===== config.mk =====
export PLATFORM = sky130hd
export DESIGN_NAME = jtcps1_starfield_flat
export DESIGN_NICKNAME = d
export VERILOG_FILES = /design/src/rtl/jtcps1_starfield_if.sv /design/src/rtl/jtcps1_starfield.sv /design/src/flat_wrapper.sv
export SDC_FILE = /design/constraint.sdc
export NUM_CORES = 1
export LEC_CHECK = 0
export CAP_MARGIN = 20
export CORE_ASPECT_RATIO = 0.5
export CORE_MARGIN = 2
export CORE_UTILIZATION = 45
export DETAILED_ROUTE_END_ITERATION = 6
export SKIP_CTS_REPAIR_TIMING = 1
export SLEW_MARGIN = 0
export SYNTH_ARGS = -nofsm -noshare
export SYNTH_HDL_FRONTEND = slang
export SYNTH_SLANG_ARGS = --single-unit

===== constraint.sdc =====
create_clock -name clk -period 3.5 [get_ports clk]
set_clock_uncertainty 0.15 [all_clocks]
set_input_delay 0.35 -clock clk [delete_from_list [all_inputs] [get_ports clk]]
set_output_delay 0.35 -clock clk [all_outputs]
set_load 0.02 [all_outputs]

===== src/rtl/jtcps1_starfield_if.sv =====
// Shared star ROM port between the star field generator and the SDRAM/ROM arbiter.
interface jtcps1_starfield_if #(
  parameter int LW = 1
);
  logic [LW+12:0] rom_addr;
  logic [31:0]    rom_data;
  logic           rom_ok;
  logic           rom_cs;

  modport master (output rom_addr, rom_cs, input rom_data, rom_ok);
  modport slave  (input rom_addr, rom_cs, output rom_data, rom_ok);
endinterface


===== src/rtl/jtcps1_starfield.sv =====
// Multi-layer CPS star field: per-line cache fill from one shared ROM port,
// then per-layer star pixel generation with a shared blink counter pair.
module jtcps1_starfield #(
  parameter int         LAYERS  = 2,
  parameter int         LW      = 1,
  parameter int         FDIV    = 16,
  parameter logic [8:0] HOFFSET = 9'd0
) (
  input  logic                  clk,
  input  logic                  rst,
  input  logic                  pxl_cen,
  input  logic                  HS,
  input  logic                  VB,
  input  logic                  flip,
  input  logic [8:0]            hdump,
  input  logic [8:0]            vdump,
  input  logic [9*LAYERS-1:0]   hpos,
  input  logic [9*LAYERS-1:0]   vpos,
  input  logic [LAYERS-1:0]     enable,
  jtcps1_starfield_if.master    rom,
  output logic [7*LAYERS-1:0]   pxl
);
  localparam int FW = $clog2(FDIV);

  typedef enum logic {IDLE, FILL} state_t;

  state_t         state_reg, state_next;
  logic [LW-1:0]  layer_reg, layer_next, first_layer, next_layer;
  logic [3:0]     k_reg, k_next;
  logic           first_found, next_found, clr_valid, wr_en;
  logic           hs_l_reg, vb_l_reg, hs_fall;
  logic [FW-1:0]  frame_reg;
  logic [3:0]     cnt15_reg, cnt16_reg;
  logic [8:0]     hpos_a [LAYERS];
  logic [8:0]     veff_a [LAYERS];
  logic [3:0]     col;

  assign hs_fall = hs_l_reg & ~HS;

  always_ff @(posedge clk or posedge rst) begin
    if (rst) begin
      hs_l_reg  <= 1'b0;
      vb_l_reg  <= 1'b0;
      frame_reg <= '0;
      cnt15_reg <= 4'd0;
      cnt16_reg <= 4'd0;
      state_reg <= IDLE;
      layer_reg <= '0;
      k_reg     <= 4'd0;
    end else if (pxl_cen) begin
      hs_l_reg  <= HS;
      vb_l_reg  <= VB;
      state_reg <= state_next;
      layer_reg <= layer_next;
      k_reg     <= k_next;
      if (VB && !vb_l_reg) frame_reg <= frame_reg + 1'b1;
      // Blink steps only during the last frame of each FDIV-frame period
      if (&frame_reg) begin
        cnt16_reg <= cnt16_reg + 4'd1;
        cnt15_reg <= (cnt15_reg == 4'd14) ? 4'd0 : cnt15_reg + 4'd1;
      end
    end
  end

  always_comb begin
    first_found = 1'b0;
    first_layer = '0;
    next_found  = 1'b0;
    next_layer  = '0;
    for (int i = 0; i < LAYERS; i++) begin
      if (!first_found && enable[i]) begin
        first_found = 1'b1;
        first_layer = LW'(i);
      end
      if (!next_found && enable[i] && i > int'(layer_reg)) begin
        next_found = 1'b1;
        next_layer = LW'(i);
      end
    end
  end

  always_comb begin
    state_next = state_reg;
    layer_next = layer_reg;
    k_next     = k_reg;
    clr_valid  = 1'b0;
    wr_en      = 1'b0;
    if (pxl_cen) begin
      // An HS edge always restarts the fill, discarding a partial line
      if (hs_fall) begin
        clr_valid = 1'b1;
        k_next    = 4'd0;
        if (first_found) begin
          state_next = FILL;
          layer_next = first_layer;
        end else begin
          state_next = IDLE;
        end
      end else if (state_reg == FILL && rom.rom_ok) begin
        wr_en = 1'b1;
        if (k_reg != 4'd15) begin
          k_next = k_reg + 4'd1;
        end else begin
          k_next = 4'd0;
          if (next_found) layer_next = next_layer;
          else            state_next = IDLE;
        end
      end
    end
  end

  assign col          = ~((~hpos_a[layer_reg][8:5] + k_reg + 4'd2) ^ {4{flip}});
  assign rom.rom_cs   = (state_reg == FILL);
  assign rom.rom_addr = {layer_reg, col, veff_a[layer_reg]};

  for (genvar gi = 0; gi < LAYERS; gi++) begin : g_layer
    logic [7:0]  cache [16];
    logic [15:0] valid_reg;
    logic [8:0]  veff_reg;
    logic [7:0]  sd_reg;
    logic        v_reg;
    logic [8:0]  heff;
    logic [4:0]  pos;
    logic        hit;
    logic [3:0]  colour;
    logic [6:0]  pxl_reg;

    assign hpos_a[gi] = hpos[9*gi +: 9];
    assign veff_a[gi] = veff_reg;
    assign heff       = (hpos_a[gi] + hdump - HOFFSET) ^ {9{flip}};
    assign pos        = sd_reg[4:0] ^ {5{flip}};
    assign hit        = v_reg && (pos == heff[4:0]) && (pos != 5'h0F);
    assign colour     = sd_reg[7] ? cnt15_reg : cnt16_reg;
    assign pxl[7*gi +: 7] = pxl_reg;

    always_ff @(posedge clk) begin
      if (wr_en && layer_reg == LW'(gi)) cache[k_reg] <= rom.rom_data[7:0];
      sd_reg <= cache[heff[8:5]];
    end

    always_ff @(posedge clk or posedge rst) begin
      if (rst) begin
        valid_reg <= 16'd0;
        veff_reg  <= 9'd0;
        v_reg     <= 1'b0;
        pxl_reg   <= 7'h0F;
      end else begin
        v_reg <= valid_reg[heff[8:5]];
        if (pxl_cen) begin
          veff_reg <= (vpos[9*gi +: 9] + vdump) ^ {9{flip}};
          if (clr_valid)
            valid_reg <= 16'd0;
          else if (wr_en && layer_reg == LW'(gi))
            valid_reg[k_reg] <= 1'b1;
          pxl_reg <= enable[gi] ? {sd_reg[7:5], hit ? colour : 4'hF} : 7'h0F;
        end
      end
    end
  end
endmodule


===== src/flat_wrapper.sv =====
// flat-port wrapper written by rule: the top's interface ports become plain ports
module jtcps1_starfield_flat 
#(
  parameter int         LAYERS  = 2,
  parameter int         LW      = 1,
  parameter int         FDIV    = 16,
  parameter logic [8:0] HOFFSET = 9'd0
)
  (clk, rst, pxl_cen, HS, VB, flip, hdump, vdump, hpos, vpos, enable, pxl, rom_rom_addr, rom_rom_cs, rom_rom_data, rom_rom_ok);
  jtcps1_starfield_if #(.LW(LW)) rom_i ();
  input  logic clk;
  input  logic rst;
  input  logic pxl_cen;
  input  logic HS;
  input  logic VB;
  input  logic flip;
  input  logic [8:0] hdump;
  input  logic [8:0] vdump;
  input  logic [9*LAYERS-1:0] hpos;
  input  logic [9*LAYERS-1:0] vpos;
  input  logic [LAYERS-1:0] enable;
  output logic [7*LAYERS-1:0] pxl;
  output wire logic [$bits(rom_i.rom_addr)-1:0] rom_rom_addr;
  output wire logic [$bits(rom_i.rom_cs)-1:0] rom_rom_cs;
  input wire logic [$bits(rom_i.rom_data)-1:0] rom_rom_data;
  input wire logic [$bits(rom_i.rom_ok)-1:0] rom_rom_ok;
  assign rom_rom_addr = rom_i.rom_addr;
  assign rom_rom_cs = rom_i.rom_cs;
  assign rom_i.rom_data = rom_rom_data;
  assign rom_i.rom_ok = rom_rom_ok;
  jtcps1_starfield #(.LAYERS(LAYERS), .LW(LW), .FDIV(FDIV), .HOFFSET(HOFFSET)) u_core (.clk(clk), .rst(rst), .pxl_cen(pxl_cen), .HS(HS), .VB(VB), .flip(flip), .hdump(hdump), .vdump(vdump), .hpos(hpos), .vpos(vpos), .enable(enable), .rom(rom_i), .pxl(pxl));
endmodule

==> flow_summary_export.csv, run 1 <==
group,metric,value,unit
sta,slew_viol_final,0,
global_routing,antenna_found_initial,0,
logic_synthesis,synth_adder_area_share,3.783,%
sta,fin_ws,0.1343,ns
sta,relSlewSlack,34.18,%
place,place.port_buffers,99,
global_routing,grt_pass1_wl,65590,um
finish,area_delta_synth_final,18.50,%
finish,layout_common_cells,"nand2_1 (287), edfxtp_1 (256), nand3_1 (148), clkdlybuf4s50_1 (95), dfrtp_1 (78)",
pwr,p_total,11.97,mW
sta,min_period,3.366,ns
sta,setup_viol,0,
floorplanning,start_util,45.87,%
clocking,cts_root_buf,"clkbuf_16",
pwr,power.density,610.7,nW/um^2
finish,largest_reg_flops,256,
logic_synthesis,synth_top_area_share,46.49,%
logic_synthesis,seq_area_frac_synth,61.50,%
drt,avgRoutedWirePerCell,20.38,um
floorplanning,io_pins,124,
worst_setup_path,critPathLaunchType,"flop",
logic_synthesis,synth_area_leader_cell,"edfxtp_1",
drt,viasPerCell,5.591,
job,maxCapViolations,0,
sta,hold_slack,0.2076,ns
logic_synthesis,syn_inst,1434,
worst_setup_path,cp.arrival,2.87,ns
logic_synthesis,synthXorXnorAreaFrac,4.123,%
worst_setup_path,r2r_cells,6,
drt,drc,0,
worst_setup_path,crit_type,"reg2out",
drt,dr.pass1.iters,5,
logic_synthesis,synth_mux_area_share,3.064,%
logic_synthesis,synth_cell_types,59,
logic_synthesis,synth_area,16540,sq um
logic_synthesis,synthesis.nets,1576,
finish,antennaDiodeCount,0,
worst_setup_path,cp_data_required_time,3.00,ns
place,place_hpwl,27930,um
clocking,numCtsBuffers,35,
logic_synthesis,ys_ff_latch,358,
finish,final_common_cell,"nand2_1",
finish,nets,1705,
logic_synthesis,synth_edf_count,256,
global_routing,grt_pass1_vias,11481,
clocking,cts.clk_slew.worst_paths,0.06,ns
worst_setup_path,path_max_fanout,2,
min_path,hp-start,"pxl_cen",
logic_synthesis,yosysWarnings,0,
clocking,clk_latency,0.54,ns
clocking,cts_tree,"built",
place,gp_congestion,0.8914,
floorplanning,die_width,275.1,um
logic_synthesis,synth_compound_area_share,7.392,%
pwr,leakage,7.376,nW
worst_setup_path,startpoint,"u_core.layer_reg",
drt,num_vias,11595,
worst_setup_path,reg2reg_from,"u_core.hs_l_reg",
clocking,cts_buffer_depth,3,
floorplanning,die_h,139.6,um
floorplanning,dieArea,38390,sq um
min_path,hold_end,"u_core.g_layer[0].pxl_reg[4]",
worst_setup_path,reg2reg_setup_slack,1.17,ns
logic_synthesis,synthFlopType,"edfxtp_1",
drt,ant_nets,0,
floorplanning,coreArea,36050,sq um
global_routing,grt_max_degree,74,
finish,final_util,54.36,%
status,status,"finished, final reports clean",
min_path,hold_path_class,"in2reg",
sta,fmax,0.2971,GHz
min_path,min_path_cells,4,
finish,drive_above_1_share,10.94,%
clocking,h-tree-depth,2,
logic_synthesis,synthTopCellsByArea,"edfxtp_1 (46%), dfrtp_1 (12%), nand2_1 (6.5%), nand3_1 (4.5%), ha_1 (3.2%)",
pwr,vdd_ir_drop_max,0.2807,mV
place,place_ws,-0.1096,ns
sta,tightest_slew,0.9873,ns
worst_setup_path,crit_path_end_kind,"primary output",
floorplanning,rows,49,
global_routing,grt_util_all_layers,22.25,%
drt,finalWirelength,42260,um
global_routing,grt_overflow_total,0,
sta,timing.final.crit_share,96.16,%
worst_setup_path,r2r_end,"u_core.g_layer[1].cache[2][6]",
clocking,clock-sinks,358,
sta,final_hold_viol_count,0,
logic_synthesis,synth_top_family_by_area,"simple AND/OR/NAND/NOR gates",
logic_synthesis,syn_area_per_cell,11.53,sq um
logic_synthesis,ys_async_sr_fraction,24.02,%
logic_synthesis,synthSimpleGateAreaFrac,17.52,%
drt,drt_iter0_markers,1063,
worst max-delay path by stage:
stage | to | slack, ns
after floorplan | rom_rom_addr[12] | 0.05
after global placement | rom_rom_addr[12] | -0.13
after detailed placement | rom_rom_addr[12] | -0.11
after CTS | rom_rom_addr[12] | -0.39
after global routing | rom_rom_addr[12] | -0.004
final | rom_rom_addr[12] | 0.13
power breakdown:
part           total (mW)  internal, mW  leakage (nW)  switching, mW
Clock                3.57          1.95         0.514           1.61
Sequential           5.22          4.89          3.53          0.322
Combinational        3.18          1.36          3.34           1.82
Yosys cell counts (all sizes together) (4+ instances only):
cell and instances:
mux2 21, a32oi 15, nor3 12, o21a 34, fa 5, o211ai 4, nand2b 10, clkbuf 49
o22ai 6, dfrtp 78, mux2i 27, ha 42, and3 7, a221oi 5, inv 22, nand4 32
edfxtp 256, nand2 287, a21oi 43, o21ai 25, xor2 20, dfstp 8, nand4b 21, a21o 8
xnor2 57, nor2b 11, a22oi 22, a211oi 4, nor2 62, or3 5, dfxtp 16, nand3 149
and2 18, buf 30
layer usage:
layer  GRT usage [%]  wire (um)  up-vias
li1                -          -     5443
met1           31.92      19000     5736
met2           34.90      19560      352
met3           3.382       2557       64
met4           7.169       1150        0
met5               0          0        -
per-stage QoR:
step                setup TNS, ns  std cells  cell area (sq um)
floorplan                       0       1434              16540
global placement          -0.1269       2010              18500
detailed placement        -0.1108       2010              18500
CTS                       -0.5162       2074              19580
global route            -0.003718       2074              19600
finish                          0       2074              19600
cell type report:
class,count,area (sq um)
fillers,3057,16450
repair buffers,171,1663
multi-input cells,975,5998
flip-flops and latches,358,10170
inverters,22,85.08
clock buffers,46,958.4
well taps,484,605.6
clock inverters,18,116.4
critical path, cell delays in order, from the launching register on:
cell	delay, ns
dfrtp_1	0.40
mux2_2	0.35
ha_1	0.27
inv_1	0.04
ha_1	0.19
fa_2	0.41
xnor2_2	0.23
xnor2_2	0.16
xnor2_1	0.14
buf_4	0.16
logic make-up after synthesis:
logic type	Yosys count
AO/OA/AOI/OAI	180
adder cells (fa/ha/maj)	47
multiplexers	48
buffers and inverters	101
AND/OR/NAND/NOR	623
XOR/XNOR	77
flip-flops	358
(Power assumes the default switching activity.)
==> run 2, diff against run 1 <==
CORE_UTILIZATION = 55   (was 45)
PLACE_DENSITY = 0.76   (was unset)
==> run 2 against run 1 <==
Compared with the run above:
- wire length is 5.6% lower
- critical endpoint unchanged
- design area is 1.7% lower
- worst hold slack got worse by 0.11 ns
- non-clock buffer count is 14 lower
- highest routed layer unchanged
- combinational power shrank 4%
- critical path depth did not move
- power down 2.5%
- count of clock-buffer cells in the layout decreased by 11
- maximum frequency is 3.4% lower
- critical path type unchanged
==> flow_summary_export.csv, run 2 (synthesis gave the netlist of run 1 again) <==
group,metric,value,unit
worst_setup_path,cp_data_required_time,3.00,ns
place,placed_cells,1902,
global_routing,antenna_found_initial,0,
finish,nets,1687,
worst_setup_path,cpPeakStageDelay,0.44,ns
drt,drc,0,
worst_setup_path,path_max_fanout,2,
finish,drive_above_1_share,9.490,%
drt,dr.pass1.iters,5,
floorplanning,dieArea,31550,sq um
sta,final_hold_viol_count,0,
finish,layout_common_cells,"nand2_1 (287), edfxtp_1 (256), nand3_1 (148), clkdlybuf4s50_1 (95), dfrtp_1 (78)",
drt,avgRoutedWirePerCell,20.35,um
worst_setup_path,crit_type,"reg2out",
sta,relSlewSlack,40.45,%
pwr,vdd_ir_drop_max,0.4084,mV
clocking,clk_latency,0.58,ns
worst_setup_path,critPathLaunchType,"flop",
floorplanning,io_pins,124,
sta,hold_slack,0.09419,ns
clocking,cts.clk_slew.worst_paths,0.07,ns
drt,viasPerCell,5.927,
finish,largest_reg_flops,256,
floorplanning,die_width,249.2,um
clocking,cts_root_buf,"clkbuf_16",
sta,timing.final.crit_share,99.57,%
global_routing,grt_pass1_vias,11421,
global_routing,grt_overflow_total,0,
floorplanning,rows,44,
pwr,p_total,11.67,mW
place,gp_congestion,0.8795,
drt,drt_iter0_markers,1112,
clocking,clock-sinks,358,
job,maxCapViolations,0,
worst_setup_path,crit_path_end_kind,"primary output",
drt,num_vias,11622,
sta,tightest_slew,0.8932,ns
finish,area_delta_synth_final,16.49,%
sta,setup_viol,0,
global_routing,grt_pass1_wl,62420,um
finish,final_common_cell,"nand2_1",
worst_setup_path,crit_family,"adder cells",
sta,slew_viol_final,0,
status,status,"finished, final reports clean",
min_path,hold_path_class,"in2async",
sta,rsz0062_at_grt,"yes",
worst_setup_path,cp.arrival,2.99,ns
worst_setup_path,cpMostUsedCell,"xnor2_1",
place,place_hpwl,26300,um
finish,stdcell_count,1961,
worst_setup_path,critPathSlowestCell,"fa_1",
sta,fmax,0.2869,GHz
clocking,h-tree-depth,1,
floorplanning,coreArea,29290,sq um
finish,antennaDiodeCount,0,
worst_setup_path,path_cells,"mux2_2 > ha_1 > inv_1 > ha_1 > fa_1 > xnor2_1 > xnor2_1 > xnor2_1 > clkbuf_2",
pwr,power.density,605.5,nW/um^2
place,place.port_buffers,99,
global_routing,grt_max_degree,68,
pwr,leakage,7.260,nW
global_routing,grt_util_all_layers,25.19,%
clocking,numCtsBuffers,31,
drt,finalWirelength,39910,um
floorplanning,start_util,56.46,%
clocking,cts_tree,"built",
drt,ant_nets,0,
worst_setup_path,crit_buf_inv,2,
clocking,cts_buffer_depth,3,
sta,min_period,3.485,ns
floorplanning,die_h,126.6,um
[run 2: cell types whose count changed in the layout (fill, tap and decap cells not counted), moves of 2 or more]
cell / before / now
buf_12: 11 / 9
buf_4: 61 / 48
bufinv_16: 0 / 3
clkbuf_1: 8 / 3
clkbuf_16: 36 / 31
clkinv_1: 4 / 11
clkinvlp_4: 5 / 3
xnor2_1: 52 / 54
xnor2_2: 5 / 3
[run 2: worst paths after layout]
path	startpoint	to	slack, ns	cells past startpoint
max in group asynchronous	rst	u_core.g_layer[0].valid_reg[7]	2.32	3
min in group clk	pxl_cen	u_core.k_reg[2]	0.14	4
hold / removal	rst	u_core.g_layer[0].veff_reg[2]	0.09	2
hold reg to reg	u_core.g_layer[0].sd_reg[6]	u_core.g_layer[0].pxl_reg[5]	0.32	2
setup reg to reg	u_core.k_reg[2]	u_core.g_layer[1].cache[11][2]	1.27	3
setup / recovery	u_core.layer_reg	rom_rom_addr[12]	0.01	9
[run 2: layout make-up]
cell class / instances / area, sq um
Tap cell: 391 / 489.2
Clock buffer: 35 / 800.8
Multi-Input combinational cell: 975 / 5981
Timing Repair Buffer: 157 / 1546
Inverter: 22 / 83.83
Clock inverter: 23 / 193.9
Sequential cell: 358 / 10170
Fill cell: 2124 / 10020
[run 2: power by group]
part / leakage, nW / switching [mW] / internal [mW]
registers: 3.53 / 0.313 / 4.89
logic: 3.26 / 1.77 / 1.29
clock network: 0.479 / 1.54 / 1.86
total: 7.26 / 3.62 / 8.04
[run 2: through the flow]
stage	TNS (ns)	cell area, sq um	util [%]	worst slack [ns]
finish	0	19260	65.78	0.01495
global route	-0.1399	19260	65.78	-0.1399
CTS	-0.6394	19240	65.69	-0.4378
detailed placement	-0.1829	18250	62.29	-0.1829
global placement	-0.09169	18250	62.29	-0.09169
floorplan	0	16540	-	0.05176
[run 2: per-layer routing]
layer | GRT usage [%] | vias to the layer above | wire length, um
li1 | - | 5400 | -
met1 | 34.71 | 5711 | 17140
met2 | 42.69 | 450 | 19130
met3 | 4.227 | 61 | 2958
met4 | 5.351 | 0 | 686
met5 | 0 | - | 0
